File: src/rtl/usr_seq_ctrl.sv
// Command sequencer for an N-bit universal shift register: serialises load/shift commands into USR controls.
// Optional readback of the USR output on completion is enabled with USR_SEQ_CTRL_READBACK_EN.
module usr_seq_ctrl #(
    parameter int N  = 4,
    parameter int CW = 3
) (
    input  logic          clk,
    input  logic          rst,
    input  logic          cmd_valid,
    output logic          cmd_ready,
    input  logic [1:0]    cmd_op,
    input  logic [CW-1:0] cmd_amt,
    input  logic [N-1:0]  cmd_data,
    input  logic          abort,
    output logic [N-1:0]  usr_d,
    output logic          usr_L,
    output logic          usr_S,
    output logic          busy,
    output logic          done,
    output logic          done_aborted,
    output logic [CW:0]   shift_cnt
`ifdef USR_SEQ_CTRL_READBACK_EN
    ,
    input  logic [N-1:0]  usr_q,
    output logic [N-1:0]  rsp_data
`endif
);

    typedef enum logic [1:0] {
        ST_IDLE,
        ST_LOAD,
        ST_SHIFT,
        ST_DONE
    } state_t;

    localparam logic [1:0] OP_LOAD = 2'b01;
    localparam logic [1:0] OP_SHL  = 2'b10;
    localparam logic [1:0] OP_SHR  = 2'b11;
    localparam logic [CW:0] LP_N   = (CW+1)'(N);

    state_t        r_state;
    state_t        w_next;
    logic          r_dirRight;
    logic [N-1:0]  r_data;
    logic [CW:0]   r_amt;
    logic [CW:0]   r_cnt;
    logic          r_abort;

    logic          w_accept;
    logic [CW:0]   w_amtExt;
    logic [CW:0]   w_effAmt;
    logic [CW:0]   w_cntNext;
    logic          w_lastShift;

    assign w_accept    = cmd_valid && (r_state == ST_IDLE);
    assign w_amtExt    = {1'b0, cmd_amt};
    assign w_effAmt    = (w_amtExt > LP_N) ? LP_N : w_amtExt;
    assign w_cntNext   = r_cnt + 1'b1;
    assign w_lastShift = (w_cntNext == r_amt);

    always_comb begin
        w_next = r_state;
        case (r_state)
            ST_IDLE: begin
                if (w_accept) begin
                    if (cmd_op == OP_LOAD)
                        w_next = ST_LOAD;
                    else if (((cmd_op == OP_SHL) || (cmd_op == OP_SHR)) && (w_effAmt != '0))
                        w_next = ST_SHIFT;
                    else
                        w_next = ST_DONE;
                end
            end
            ST_LOAD:  w_next = ST_DONE;
            ST_SHIFT: begin
                if (w_lastShift || abort)
                    w_next = ST_DONE;
            end
            ST_DONE:  w_next = ST_IDLE;
            default:  w_next = ST_IDLE;
        endcase
    end

    always_ff @(posedge clk or negedge rst) begin
        if (!rst) begin
            r_state    <= ST_IDLE;
            r_dirRight <= 1'b0;
            r_data     <= '0;
            r_amt      <= '0;
            r_cnt      <= '0;
            r_abort    <= 1'b0;
        end else begin
            r_state <= w_next;
            if (w_accept) begin
                r_dirRight <= cmd_op[0];
                r_amt      <= w_effAmt;
                r_cnt      <= '0;
                r_abort    <= 1'b0;
                // usr_d only changes on a load so shifts see a stable D_in
                if (cmd_op == OP_LOAD)
                    r_data <= cmd_data;
            end else if (r_state == ST_SHIFT) begin
                r_cnt   <= w_cntNext;
                r_abort <= abort && !w_lastShift;
            end
        end
    end

    assign cmd_ready    = (r_state == ST_IDLE);
    assign busy         = (r_state != ST_IDLE);
    assign done         = (r_state == ST_DONE);
    assign done_aborted = (r_state == ST_DONE) && r_abort;
    assign usr_d        = r_data;
    assign usr_L        = (r_state == ST_LOAD) || ((r_state == ST_SHIFT) && r_dirRight);
    assign usr_S        = (r_state == ST_LOAD) || ((r_state == ST_SHIFT) && !r_dirRight);
    assign shift_cnt    = r_cnt;

`ifdef USR_SEQ_CTRL_READBACK_EN
    logic [N-1:0] r_rsp;

    always_ff @(posedge clk or negedge rst) begin
        if (!rst)
            r_rsp <= '0;
        else if (r_state == ST_DONE)
            r_rsp <= usr_q;
    end

    assign rsp_data = r_rsp;
`endif

endmodule

File: config.mk
export PLATFORM = sky130hd
export DESIGN_NAME = usr_seq_ctrl
export DESIGN_NICKNAME = d
export VERILOG_FILES = /design/src/rtl/usr_seq_ctrl.sv
export SDC_FILE = /design/constraint.sdc
export NUM_CORES = 1
export LEC_CHECK = 0
export ABC_CLOCK_PERIOD_IN_PS = 5200
export CAP_MARGIN = 40
export CORE_UTILIZATION = 30
export CTS_CLUSTER_DIAMETER = 40
export DETAILED_ROUTE_END_ITERATION = 6
export DONT_BUFFER_PORTS = 1
export GPL_ROUTABILITY_DRIVEN = 0
export GPL_TIMING_DRIVEN = 0
export PLACE_DENSITY_LB_ADDON = 0.3
export SLEW_MARGIN = 20
export SYNTH_ARGS = -nofsm -noshare
export SYNTH_HDL_FRONTEND = slang
export SYNTH_SLANG_ARGS = --single-unit
File: constraint.sdc
create_clock -name clk -period 5.2 [get_ports clk]
set_clock_uncertainty 0.2 [all_clocks]
set_input_delay 0.78 -clock clk [delete_from_list [all_inputs] [get_ports clk]]
set_output_delay 0.78 -clock clk [all_outputs]
set_load 0.1 [all_outputs]
Word level (Yosys, flattened, before mapping)

Cells that the tools add are included.

$mul: 0
Muxes and demuxes: 10
Divide/modulo/power cells: 0
$lt $le $gt $ge: 1
Reductions and logical operators: 18
Bitwise operators: 0
Eq/ne operators: 9
Shifts and indexed selects: 0
Add/sub/neg operators: 1

Operator list:

| cell                  | number |
|---|---|
| $eq A2 B2 Y1 const B  | 4 |
| $mux W4               | 2 |
| $pmux W2 S4           | 1 |
| $logic_and A1 B1 Y1   | 6 |
| $mux W2               | 3 |
| $add A4 B1 Y4 const B | 1 |
| $eq A2 B1 Y1 const B  | 2 |
| $eq A4 B4 Y1          | 1 |
| $logic_or A1 B1 Y1    | 4 |
| $reduce_and A2 Y1     | 2 |
| $reduce_bool A2 Y1    | 2 |
| $reduce_bool A4 Y1    | 1 |
| $gt A3 B3 Y1 const B  | 1 |
| $mux W1               | 3 |
| $mux W3               | 1 |
| $logic_not A1 Y1      | 2 |
| $logic_not A2 Y1      | 1 |
| $ne A2 B1 Y1 const B  | 1 |
| $ne A2 B2 Y1 const B  | 1 |

Memory bits (writable): 0
ROM bits: 0
Bits in latches: 0
Output and inout port bits: 14
Memories: 0
Logic and storage cells: 45
Input port bits: 13
Register bits after elaboration: 16

Depth between registers and ports, before layout

Gate-level depths: netlist (run 1).

Depth after elaboration: 8
Gate-level depth with buffers: 7
Depth with buffers taken out: 6

Worst setup path after synthesis (run 1)

Ideal clock, no wire load.

Path type: register to output
From: register r_state[0]
To: output busy
Data required time: 4,220 ps
Path slack: 2,151 ps
Arrival: 2,069 ps
Path buffers: 0
Cell stages (with the launch flop): 4
Path through: dfrtp_1 > inv_1 > ha_1 > inv_1

Word-level cells in the longest chain between the ends: 1

Ends and longest elaborated chain:

| element                | RTL line | text |
|---|---|---|
| start, declared        | 41       | `state_t r_state;` |
| start signal, assigned | 93       | `r_state <= w_next;` |
| $reduce_bool A2 Y1     | 110      | `assign busy = (r_state != ST_IDLE);` |
| end, declared          | 18       | `output logic busy,` |

Every way passes these cells.

Worst setup path in the final report (run 1)

From: register r_state[0]
To: output usr_S

Word-level cells in the longest chain between the ends: 3
Elaborated cells on any way between the ends: 4
Classes of those cells: eq/ne (2); reduce/logical (2)

Ends and longest elaborated chain:

| element                | RTL line | text |
|---|---|---|
| $eq A2 B2 Y1           | 115      | `assign usr_S = (r_state == ST_LOAD) \|\| ((r_state == ST_SHIFT) && !r_dirRight);` |
| $logic_and A1 B1 Y1    | 115      |  |
| $logic_or A1 B1 Y1 (*) | 115      |  |
| end, declared          | 17       | `output logic usr_S,` |

Mark *: on every way between the ends. The rest lies on a longest branch, timed or not.

==> tab_implementation.tex, run 1 <==
\begin{tabular}{lr}
\hline
Metric & Value \\
\hline
\multicolumn{2}{l}{\textbf{Yosys}} \\
Post-synth EDFFs & 0 \\
Yosys cell types & 30 \\
Share of synthesized flip-flops with an asynchronous set or reset & 1.00 \\
Post-synthesis sequential element count & 15 \\
Cell count after synthesis & 84 \\
Sequential element share of the synthesized area & 0.442 \\
Cell Area, Synth & 848 sq um \\
Dominant register cell in the synthesized netlist & sky130\_fd\_sc\_hd\_\_dfrtp\_1 \\
Mapped Nets & 102 \\
Mapped Avg Cell Area & 10.1 sq um \\
Count of yosys warnings during synthesis & 0 \\
\multicolumn{2}{l}{\textbf{Clocking}} \\
Clock tree root buffer cell & sky130\_fd\_sc\_hd\_\_clkbuf\_4 \\
Number of post-CTS setup repair buffers & 0 \\
Number of gates given a new drive strength after cts & 0 \\
Clock tree from TritonCTS & built \\
CTS Buf Count & 3 \\
CTS clk-pin slew, worst paths & 0.09 ns \\
Clk sink count & 15 \\
Depth of the CTS H-tree & 1 \\
Hold\_buf cts & 1 \\
Clk\_lat worst skew & 0.28 ns \\
Number of buffers on the longest clock path & 2 \\
\multicolumn{2}{l}{\textbf{Global routing}} \\
Grt total ovfl & 0 \\
Vias in the first global route & 644 \\
Maximum number of pins on one net before global-route repair & 16 \\
First-pass GRT wire length & 2910 um \\
Initial antenna violation count & 0 \\
Total GRT Usage & 0.142 \\
\multicolumn{2}{l}{\textbf{Cells and area}} \\
Layout overhead on the synthesized area & 38.9\% \\
Fraction of layout instances using a drive strength above 1 & 0.200 \\
Fill cells & 239 \\
Area of all placed cells without fillers & 1180 sq um \\
Diode count & 0 \\
Fin util & 0.459 \\
Layout Nets & 124 \\
\multicolumn{2}{l}{\textbf{Route}} \\
Avg WL per Cell & 13.3 um \\
Remaining design rule violation count & 0 \\
Routed Antenna Nets & 0 \\
DRT Pass-1 Iters & 4 \\
Routed wire length & 1790 um \\
Number of vias per cell & 4.87 \\
Vias & 657 \\
1st-iter DRT viols & 8 \\
\multicolumn{2}{l}{\textbf{Job}} \\
Max-cap viol count & 0 \\
\multicolumn{2}{l}{\textbf{Floorplanning}} \\
Vertical extent of the die & 55.2 um \\
DIE WIDTH & 55.2 um \\
Die area & 3040 sq um \\
Starting utilization of the core area & 0.330 \\
I/O pin count & 27 \\
CORE AREA & 2570 sq um \\
Cell Rows & 18 \\
\multicolumn{2}{l}{\textbf{STA}} \\
Transition time of the tightest slew-check pin & 0.888 ns \\
RSZ-0062 raised after global routing & false \\
Final Cycle Share & 0.580 \\
Final TNS setup & 0 ns \\
Hold Violations, Final & 0 \\
Tightest slew margin relative to the limit & 0.408 \\
Max Slew Vio Count & 0 \\
Timing-limited maximum frequency & 332 MHz \\
Clock period minus worst slack & 3.02 ns \\
Number of setup violations in the final report & 0 \\
\multicolumn{2}{l}{\textbf{Critical path}} \\
Maximum single-stage delay on the critical path & 0.74 ns \\
Reg-to-reg slack, setup & 3.00 ns \\
CP Cell Sequence & inv\_1 -> ha\_1 -> clkbuf\_1 -> a21o\_1 \\
Data required time at the worst endpoint & 4.22 ns \\
Kind of capture point of the worst setup path & primary output \\
Number of cells on the critical path & 4 \\
Type of the worst setup path & reg -> out \\
Arr. time, crit path & 2.04 ns \\
Maximum fanout along the worst path & 9 \\
Cell family with most CP delay & compound AO/OA/AOI/OAI gates \\
Critical path startpoint category & flop \\
Depth of the most critical reg-to-reg path & 6 \\
Slowest stage cell, crit path & sky130\_fd\_sc\_hd\_\_a21o\_1 \\
Buffers \& Inverters on Critical Path & 2 \\
\multicolumn{2}{l}{\textbf{Status}} \\
Outcome & finished, final reports clean \\
\multicolumn{2}{l}{\textbf{Placement}} \\
Post-placement cell area & 1080 sq um \\
Number of buffer cells added on primary ports & 0 \\
Half-perimeter wire length of the detailed placement result & 1380 um \\
\multicolumn{2}{l}{\textbf{Worst hold path}} \\
Path class of the lowest-slack min-delay path & reg -> reg \\
Cell count of the worst hold path & 2 \\
\hline
\end{tabular}
## sequential cells by signal, summed over array words and instances, names as in the netlist
| name | count |
|---|---|
| r_amt | 3 |
| r_dirRight | 1 |
| r_state | 2 |
| shift_cnt | 4 |
| r_abort | 1 |
| usr_d | 4 |
## tightest hold or removal path, cell delays in order (launching register included)
cell,delay (ns)
sky130_fd_sc_hd__dfrtp_1,0.36
sky130_fd_sc_hd__nand2_1,0.06
sky130_fd_sc_hd__nand2_1,0.06
## layout by cell type (no fill, tap or decap), types with 2 or more instances in the layout
master and n:
sky130_fd_sc_hd__o211ai_1 2, sky130_fd_sc_hd__dfrtp_1 15, sky130_fd_sc_hd__and2_1 2, sky130_fd_sc_hd__buf_16 5
sky130_fd_sc_hd__ha_1 5, sky130_fd_sc_hd__nor2_1 5, sky130_fd_sc_hd__mux2_2 4, sky130_fd_sc_hd__nand2b_1 2
sky130_fd_sc_hd__clkbuf_1 6, sky130_fd_sc_hd__a21o_1 3, sky130_fd_sc_hd__nand3b_1 2, sky130_fd_sc_hd__o21ai_1 2
sky130_fd_sc_hd__buf_6 3, sky130_fd_sc_hd__inv_1 5, sky130_fd_sc_hd__nand2_1 16, sky130_fd_sc_hd__clkbuf_4 3
sky130_fd_sc_hd__xor2_1 3, sky130_fd_sc_hd__buf_8 3
## metal layers
metal / vias up / track usage / wire, um
li1: 328 / - / -
met1: 301 / 0.167 / 781
met2: 26 / 0.229 / 818
met3: 2 / 0.0710 / 175
met4: 0 / 0.0375 / 13
met5: - / 0 / 0
## synth_stat cells, types with 2 or more instances
master / n / area, sq um
sky130_fd_sc_hd__a21o_1: 3 / 22.5
sky130_fd_sc_hd__and2_1: 2 / 12.5
sky130_fd_sc_hd__clkbuf_1: 2 / 7.51
sky130_fd_sc_hd__dfrtp_1: 15 / 375
sky130_fd_sc_hd__ha_1: 5 / 62.6
sky130_fd_sc_hd__inv_1: 5 / 18.8
sky130_fd_sc_hd__mux2_2: 4 / 45.0
sky130_fd_sc_hd__nand2_1: 16 / 60.1
sky130_fd_sc_hd__nand2b_1: 2 / 12.5
sky130_fd_sc_hd__nand3b_1: 2 / 15.0
sky130_fd_sc_hd__nor2_1: 5 / 18.8
sky130_fd_sc_hd__o211ai_1: 2 / 15.0
sky130_fd_sc_hd__o21ai_1: 2 / 10.0
sky130_fd_sc_hd__xor2_1: 3 / 26.3
## final timing paths
check | from | end
worst max-delay path | r_state[0]$_DFFE_PN0P_ | usr_S
worst min register to register | r_amt[2]$_DFFE_PN0P_ | r_amt[2]$_DFFE_PN0P_
worst max register to register | shift_cnt[0]$_DFFE_PN0P_ | r_state[0]$_DFFE_PN0P_
min in group asynchronous | rst | shift_cnt[0]$_DFFE_PN0P_
worst min-delay path | r_amt[2]$_DFFE_PN0P_ | r_amt[2]$_DFFE_PN0P_
max in group asynchronous | rst | usr_d[0]$_DFFE_PN0P_
## area by class of cell
type                            instances  area [sq um]  area share
Buffer                                  2          7.51     0.00637
Sequential cell                        15           375       0.318
Tap cell                               30          37.5      0.0318
Inverter                                5          18.8      0.0159
Multi-Input combinational cell         62           447       0.379
Timing Repair Buffer                   17           267       0.226
Clock buffer                            4          26.3      0.0223
## cell families after synthesis
group           Yosys count  synth area share
fa+ha+maj                 5            0.0737
mux                       5            0.0649
compound gates           14             0.122
flops                    15             0.442
buf+inv                   7            0.0310
xor+xnor                  5            0.0693
simple gates             33             0.196
## stage by stage
step	worst slack, ns	hold WS (ns)	cells
6_report	2.18	0.301	135
5_1_grt	2.07	0.330	135
4_1_cts	2.15	0.305	130
3_5_place_dp	2.47	0.285	125
3_3_place_gp	2.04	0.282	114
2_1_floorplan	2.15	0.257	84
Power of run 1 is left out: the tool's default activity adds up to more than one toggle a clock period on the data nets, which glitch-free logic cannot reach.
==> inputs of run 2 (changes only) <==
--- a/config.mk
+++ b/config.mk
@@ -5,7 +5,7 @@
 export SDC_FILE = /design/constraint.sdc
 export NUM_CORES = 1
 export LEC_CHECK = 0
-export ABC_CLOCK_PERIOD_IN_PS = 5200
+export ABC_CLOCK_PERIOD_IN_PS = 2500
 export CAP_MARGIN = 40
 export CORE_UTILIZATION = 30
 export CTS_CLUSTER_DIAMETER = 40
==> constraint.sdc (replaced) <==
create_clock -name clk -period 2.5 [get_ports clk]
set_clock_uncertainty 0.2 [all_clocks]
set_input_delay 0.375 -clock clk [delete_from_list [all_inputs] [get_ports clk]]
set_output_delay 0.375 -clock clk [all_outputs]
set_load 0.1 [all_outputs]
==> tab_implementation.tex, run 2 (synthesis results as in run 1) <==
\begin{tabular}{lr}
\hline
Metric & Value \\
\hline
\multicolumn{2}{l}{\textbf{Route}} \\
Routed Antenna Nets & 0 (unchanged) \\
Vias & 652 (was 657) \\
Routed wire length & 1810 um (was 1790 um) \\
Remaining design rule violation count & 0 (unchanged) \\
Number of vias per cell & 5.02 (was 4.87) \\
1st-iter DRT viols & 4 (was 8) \\
Avg WL per Cell & 13.9 um (was 13.3 um) \\
DRT Pass-1 Iters & 4 (unchanged) \\
\multicolumn{2}{l}{\textbf{Worst hold path}} \\
Path class of the lowest-slack min-delay path & in -> reg (was reg -> reg) \\
Worst min-delay path endpoint & r\_dirRight\$\_DFFE\_PN0P\_ (was r\_amt[2]\$\_DFFE\_PN0P\_) \\
Critical hold path startpoint & cmd\_op[0] (was r\_amt[2]\$\_DFFE\_PN0P\_) \\
Cell count of the worst hold path & 2 (unchanged) \\
\multicolumn{2}{l}{\textbf{Floorplanning}} \\
Starting utilization of the core area & 0.330 (unchanged) \\
Vertical extent of the die & 55.2 um (unchanged) \\
DIE WIDTH & 55.2 um (unchanged) \\
I/O pin count & 27 (unchanged) \\
Cell Rows & 18 (unchanged) \\
CORE AREA & 2570 sq um (unchanged) \\
Die area & 3040 sq um (unchanged) \\
\multicolumn{2}{l}{\textbf{STA}} \\
Hold Violations, Final & 0 (unchanged) \\
Tightest slew margin relative to the limit & 0.407 (was 0.408) \\
Transition time of the tightest slew-check pin & 0.889 ns (was 0.888 ns) \\
Final TNS setup & 0 ns (unchanged) \\
Number of setup violations in the final report & 0 (unchanged) \\
Final Cycle Share & 0.963 \\
Clock period minus worst slack & 2.41 ns \\
Max Slew Vio Count & 0 (unchanged) \\
RSZ-0062 raised after global routing & false (unchanged) \\
Timing-limited maximum frequency & 415 MHz \\
\multicolumn{2}{l}{\textbf{Critical path}} \\
Cell family with most CP delay & flip-flops (was compound AO/OA/AOI/OAI gates) \\
Maximum fanout along the worst path & 6 (was 9) \\
Source of the worst register-to-register timing path & shift\_cnt[0]\$\_DFFE\_PN0P\_ (unchanged) \\
Arr. time, crit path & 2.38 ns (was 2.04 ns) \\
Critical path startpoint category & flop (unchanged) \\
CP Cell Sequence & ha\_1 -> xor3\_1 -> or3b\_1 -> o211ai\_1 -> o21ai\_1 (was inv\_1 -> ha\_1 -> clkbuf\_1 -> a21o\_1) \\
Kind of capture point of the worst setup path & flop (was primary output) \\
Type of the worst setup path & reg -> reg (was reg -> out) \\
Slowest stage cell, crit path & sky130\_fd\_sc\_hd\_\_dfrtp\_2 (was sky130\_fd\_sc\_hd\_\_a21o\_1) \\
Reg-to-reg slack, setup & 0.09 ns (was 3.00 ns) \\
Buffers \& Inverters on Critical Path & 0 (was 2) \\
Maximum single-stage delay on the critical path & 0.74 ns (about the same) \\
Critical register-to-register path endpoint & r\_state[0]\$\_DFFE\_PN0P\_ (unchanged) \\
Depth of the most critical reg-to-reg path & 5 (was 6) \\
Data required time at the worst endpoint & 2.47 ns (was 4.22 ns) \\
\multicolumn{2}{l}{\textbf{Global routing}} \\
Vias in the first global route & 647 (was 644) \\
Initial antenna violation count & 0 (unchanged) \\
Grt total ovfl & 0 (unchanged) \\
Total GRT Usage & 0.139 (was 0.142) \\
Maximum number of pins on one net before global-route repair & 16 (unchanged) \\
First-pass GRT wire length & 2790 um (was 2910 um) \\
\multicolumn{2}{l}{\textbf{Clocking}} \\
Clock tree from TritonCTS & built (unchanged) \\
Clk\_lat worst skew & 0.28 ns (about the same) \\
CTS Buf Count & 3 (unchanged) \\
Clock tree root buffer cell & sky130\_fd\_sc\_hd\_\_clkbuf\_4 (unchanged) \\
CTS clk-pin slew, worst paths & 0.09 ns (about the same) \\
Depth of the CTS H-tree & 1 (unchanged) \\
Number of post-CTS setup repair buffers & 0 (unchanged) \\
Clk sink count & 15 (unchanged) \\
Number of buffers on the longest clock path & 2 (unchanged) \\
\multicolumn{2}{l}{\textbf{Placement}} \\
Half-perimeter wire length of the detailed placement result & 1310 um (was 1380 um) \\
Number of placed instances with taps included & 119 (was 125) \\
Number of buffer cells added on primary ports & 0 (unchanged) \\
\multicolumn{2}{l}{\textbf{Cells and area}} \\
Most frequent standard cell in the layout excluding fill and tap cells & sky130\_fd\_sc\_hd\_\_nand2\_1 (unchanged) \\
Layout overhead on the synthesized area & 35.0\% (was 38.9\%) \\
Layout Nets & 119 (was 124) \\
Diode count & 0 (unchanged) \\
Leading cell types in the layout, fill and taps excluded & sky130\_fd\_sc\_hd\_\_nand2\_1, sky130\_fd\_sc\_hd\_\_dfrtp\_1, sky130\_fd\_sc\_hd\_\_clkbuf\_1, sky130\_fd\_sc\_hd\_\_nor2\_1 (was sky130\_fd\_sc\_hd\_\_nand2\_1, sky130\_fd\_sc\_hd\_\_dfrtp\_1, sky130\_fd\_sc\_hd\_\_clkbuf\_1) \\
Number of cells in the finished layout apart from fillers & 130 (was 135) \\
Fraction of layout instances using a drive strength above 1 & 0.240 (was 0.200) \\
\multicolumn{2}{l}{\textbf{Status}} \\
Outcome & finished, final reports clean (unchanged) \\
\multicolumn{2}{l}{\textbf{Job}} \\
Max-cap viol count & 0 (unchanged) \\
\hline
\end{tabular}
run 2: cell count changes in the layout (fill, tap and decap cells not counted), moves of 2 or more:
cell and delta:
sky130_fd_sc_hd__dfrtp_1 -2, sky130_fd_sc_hd__buf_16 -2, sky130_fd_sc_hd__a21o_4 +2, sky130_fd_sc_hd__buf_8 -2
sky130_fd_sc_hd__a21o_1 -2, sky130_fd_sc_hd__dfrtp_2 +2
run 2: how the worst max path moves through the flow:
stage / slack (ns) / startpoint / end / cells past startpoint
2_1_floorplan: 0.11 / shift_cnt[2]$_DFFE_PN0P_ / r_state[0]$_DFFE_PN0P_ / 4
3_3_place_gp: 0.03 / r_state[0]$_DFFE_PN0P_ / r_state[0]$_DFFE_PN0P_ / 6
3_5_place_dp: 0.02 / r_state[0]$_DFFE_PN0P_ / r_state[0]$_DFFE_PN0P_ / 6
4_1_cts: 0.0002 / r_state[0]$_DFFE_PN0P_ / usr_S / 4
5_1_grt: 0.007 / shift_cnt[0]$_DFFE_PN0P_ / r_state[0]$_DFFE_PN0P_ / 5
6_report: 0.09 / shift_cnt[0]$_DFFE_PN0P_ / r_state[0]$_DFFE_PN0P_ / 5
run 2: metal layers:
| metal | GRT usage | vias up | part of all wire |
|---|---|---|---|
| met3 | 0.0710 | 2 | 0.088 |
| met1 | 0.164 | 302 | 0.45 |
| met2 | 0.209 | 28 | 0.45 |
| met5 | 0 | - | 0 |
| li1 | - | 320 | - |
| met4 | 0.0625 | 0 | 0.0077 |
run 2: area by class of cell:
type / count / area (sq um)
buffer: 1 / 3.75
inverter: 5 / 22.5
fill: 265 / 1420
sequential: 15 / 378
tap: 30 / 37.5
timing repair buffer: 13 / 201
clock buffer: 4 / 26.3
multi-input combinational: 62 / 475
run 2: through the flow:
stage,instance area [sq um],hold slack [ns],util,worst slack [ns]
2_1_floorplan,855,-0.121,-,0.114
3_3_place_gp,892,-0.120,0.347,0.0306
3_5_place_dp,985,-0.120,0.384,0.0209
4_1_cts,1050,0.00508,0.408,0.000200
5_1_grt,1140,0.000831,0.446,0.00718
6_report,1140,0.0186,0.446,0.0914
run 2: timing repair:
item,CTS,global route
hold buffers,2,0
endpoints found under the hold margin,16,0
setup endpoints to repair,3,2
gates resized for setup,4,2
Power of run 2 is left out for the same reason.
==> inputs of run 3 (changes only) <==
--- a/config.mk
+++ b/config.mk
@@ -13,7 +13,7 @@
 export DONT_BUFFER_PORTS = 1
 export GPL_ROUTABILITY_DRIVEN = 0
 export GPL_TIMING_DRIVEN = 0
-export PLACE_DENSITY_LB_ADDON = 0.3
+export PLACE_DENSITY = 0.49
 export SLEW_MARGIN = 20
 export SYNTH_ARGS = -nofsm -noshare
 export SYNTH_HDL_FRONTEND = slang
==> tab_implementation.tex, run 3 (synthesis results as in run 1) <==
\begin{tabular}{lr}
\hline
Metric & Value \\
\hline
\multicolumn{2}{l}{\textbf{Critical path}} \\
Depth of the most critical reg-to-reg path & 5 (unchanged) \\
Reg-to-reg slack, setup & 0.10 ns (was 0.09 ns) \\
Source of the worst register-to-register timing path & shift\_cnt[0]\$\_DFFE\_PN0P\_ (unchanged) \\
Slowest stage cell, crit path & sky130\_fd\_sc\_hd\_\_a21o\_2 (was sky130\_fd\_sc\_hd\_\_dfrtp\_2) \\
Critical path startpoint category & flop (unchanged) \\
Type of the worst setup path & reg -> out (was reg -> reg) \\
Data required time at the worst endpoint & 1.92 ns (was 2.47 ns) \\
Maximum fanout along the worst path & 9 (was 6) \\
Critical register-to-register path endpoint & r\_state[0]\$\_DFFE\_PN0P\_ (unchanged) \\
Arr. time, crit path & 1.88 ns (was 2.38 ns) \\
Maximum single-stage delay on the critical path & 0.53 ns (was 0.74 ns) \\
Kind of capture point of the worst setup path & primary output (was flop) \\
CP Cell Sequence & inv\_1 -> ha\_1 -> clkbuf\_1 -> a21o\_2 (was ha\_1 -> xor3\_1 -> or3b\_1 -> o211ai\_1 -> o21ai\_1) \\
\multicolumn{2}{l}{\textbf{Cells and area}} \\
Fin util & 0.471 (was 0.446) \\
Leading cell types in the layout, fill and taps excluded & sky130\_fd\_sc\_hd\_\_nand2\_1, sky130\_fd\_sc\_hd\_\_dfrtp\_1, sky130\_fd\_sc\_hd\_\_clkbuf\_1, sky130\_fd\_sc\_hd\_\_dlygate4sd3\_1, sky130\_fd\_sc\_hd\_\_nor2\_1 (was sky130\_fd\_sc\_hd\_\_nand2\_1, sky130\_fd\_sc\_hd\_\_dfrtp\_1, sky130\_fd\_sc\_hd\_\_clkbuf\_1, sky130\_fd\_sc\_hd\_\_nor2\_1) \\
Number of cells in the finished layout apart from fillers & 137 (was 130) \\
Layout Nets & 126 (was 119) \\
Area of all placed cells without fillers & 1210 sq um (was 1140 sq um) \\
Fill cells & 269 (was 265) \\
Most frequent standard cell in the layout excluding fill and tap cells & sky130\_fd\_sc\_hd\_\_nand2\_1 (unchanged) \\
Layout overhead on the synthesized area & 42.5\% (was 35.0\%) \\
Fraction of layout instances using a drive strength above 1 & 0.243 (was 0.240) \\
Diode count & 0 (unchanged) \\
\multicolumn{2}{l}{\textbf{Route}} \\
1st-iter DRT viols & 8 (was 4) \\
Number of vias per cell & 4.96 (was 5.02) \\
Avg WL per Cell & 13.6 um (was 13.9 um) \\
Routed Antenna Nets & 0 (unchanged) \\
DRT Pass-1 Iters & 4 (unchanged) \\
Remaining design rule violation count & 0 (unchanged) \\
Routed wire length & 1860 um (was 1810 um) \\
Vias & 680 (was 652) \\
\multicolumn{2}{l}{\textbf{Worst hold path}} \\
Cell count of the worst hold path & 1 (was 2) \\
Path class of the lowest-slack min-delay path & in -> reg (unchanged) \\
Critical hold path startpoint & cmd\_data[1] (was cmd\_op[0]) \\
Worst min-delay path endpoint & usr\_d[1]\$\_DFFE\_PN0P\_ (was r\_dirRight\$\_DFFE\_PN0P\_) \\
\multicolumn{2}{l}{\textbf{STA}} \\
Worst hold slack after final layout & 0.0227 ns (was 0.0186 ns) \\
Hold Violations, Final & 0 (unchanged) \\
Final Cycle Share & 0.982 (was 0.963) \\
Timing-limited maximum frequency & 407 MHz (was 415 MHz) \\
Tightest slew margin relative to the limit & 0.537 (was 0.407) \\
Max Slew Vio Count & 0 (unchanged) \\
Number of setup violations in the final report & 0 (unchanged) \\
Transition time of the tightest slew-check pin & 0.692 ns (was 0.889 ns) \\
RSZ-0062 raised after global routing & true (was false) \\
Clock period minus worst slack & 2.45 ns (was 2.41 ns) \\
\multicolumn{2}{l}{\textbf{Floorplanning}} \\
Die area & 3040 sq um (unchanged) \\
DIE WIDTH & 55.2 um (unchanged) \\
Starting utilization of the core area & 0.330 (unchanged) \\
Vertical extent of the die & 55.2 um (unchanged) \\
CORE AREA & 2570 sq um (unchanged) \\
Cell Rows & 18 (unchanged) \\
I/O pin count & 27 (unchanged) \\
\multicolumn{2}{l}{\textbf{Clocking}} \\
Clock tree from TritonCTS & built (unchanged) \\
CTS Buf Count & 3 (unchanged) \\
Clk\_lat worst skew & 0.29 ns (was 0.28 ns) \\
Number of post-CTS setup repair buffers & 0 (unchanged) \\
CTS clk-pin slew, worst paths & 0.10 ns (was 0.09 ns) \\
Clock tree root buffer cell & sky130\_fd\_sc\_hd\_\_clkbuf\_4 (unchanged) \\
Depth of the CTS H-tree & 1 (unchanged) \\
Number of buffers on the longest clock path & 2 (unchanged) \\
Clk sink count & 15 (unchanged) \\
\multicolumn{2}{l}{\textbf{Placement}} \\
Half-perimeter wire length of the detailed placement result & 1270 um (was 1310 um) \\
Post-placement cell area & 985 sq um (unchanged) \\
Number of buffer cells added on primary ports & 0 (unchanged) \\
Number of placed instances with taps included & 119 (unchanged) \\
\multicolumn{2}{l}{\textbf{Job}} \\
Max-cap viol count & 0 (unchanged) \\
\multicolumn{2}{l}{\textbf{Global routing}} \\
Initial antenna violation count & 0 (unchanged) \\
Grt total ovfl & 0 (unchanged) \\
Vias in the first global route & 644 (was 647) \\
First-pass GRT wire length & 2840 um (was 2790 um) \\
Total GRT Usage & 0.141 (was 0.139) \\
Maximum number of pins on one net before global-route repair & 16 (unchanged) \\
\multicolumn{2}{l}{\textbf{Status}} \\
Outcome & finished, final reports clean (unchanged) \\
\hline
\end{tabular}
-- run 3: cell types whose count changed in the layout (fill, tap and decap cells not counted) --
cell and change:
sky130_fd_sc_hd__dfrtp_4 +1, sky130_fd_sc_hd__clkbuf_1 +1, sky130_fd_sc_hd__dfrtp_2 -1, sky130_fd_sc_hd__dlygate4sd3_1 +4, sky130_fd_sc_hd__a21o_2 +2, sky130_fd_sc_hd__clkbuf_16 +1
sky130_fd_sc_hd__clkinv_2 +1, sky130_fd_sc_hd__a21o_4 -2
-- run 3: metrics by stage --
step | setup WS, ns | TNS, ns
global placement | 0.00960 | 0
floorplan | 0.114 | 0
global route | -0.0915 | -0.227
detailed placement | 0.0214 | 0
finish | 0.0454 | 0
CTS | 0.0155 | 0
-- run 3: cell type report --
class,instances,area [sq um],share of cell area
Timing Repair Buffer,19,270,0.224
Sequential cell,15,380,0.315
Clock buffer,3,22.5,0.0186
Inverter,5,22.5,0.0186
Clock inverter,1,5.00,0.00414
Multi-Input combinational cell,62,463,0.383
Tap cell,30,37.5,0.0311
Buffer,2,7.51,0.00621
-- run 3: worst max-delay path by stage --
stage / from / to / depth (start not counted)
final: r_state[0]$_DFFE_PN0P_ / usr_S / 4
after global routing: r_state[0]$_DFFE_PN0P_ / usr_S / 4
after CTS: r_state[0]$_DFFE_PN0P_ / usr_S / 4
after detailed placement: r_state[0]$_DFFE_PN0P_ / r_state[1]$_DFFE_PN0P_ / 6
after global placement: shift_cnt[2]$_DFFE_PN0P_ / r_state[1]$_DFFE_PN0P_ / 4
after floorplan: shift_cnt[2]$_DFFE_PN0P_ / r_state[0]$_DFFE_PN0P_ / 4
-- run 3: critical path: cells and delay by family, from the launching register on --
kind,cells,cell delay [ns]
flip-flops,1,0.43
adder cells (fa/ha/maj),1,0.15
AO/OA/AOI/OAI,1,0.53
buffers and inverters,2,0.48
-- run 3: routing by layer --
layer / share of wire / routed length [um] / global-route usage / up-vias
li1: - / - / - / 334
met1: 0.41 / 764 / 0.157 / 320
met2: 0.50 / 931 / 0.221 / 21
met3: 0.069 / 128 / 0.0765 / 5
met4: 0.018 / 33 / 0.0625 / 0
met5: 0 / 0 / 0 / -
-- run 3: timing repair --
item,4_1_cts,5_1_grt
resized for setup,4,1
pin swaps,0,0
hold buffers,3,3
endpoints found under the hold margin,17,3
endpoints found under the setup margin,3,4
Power of run 3 is left out for the same reason.
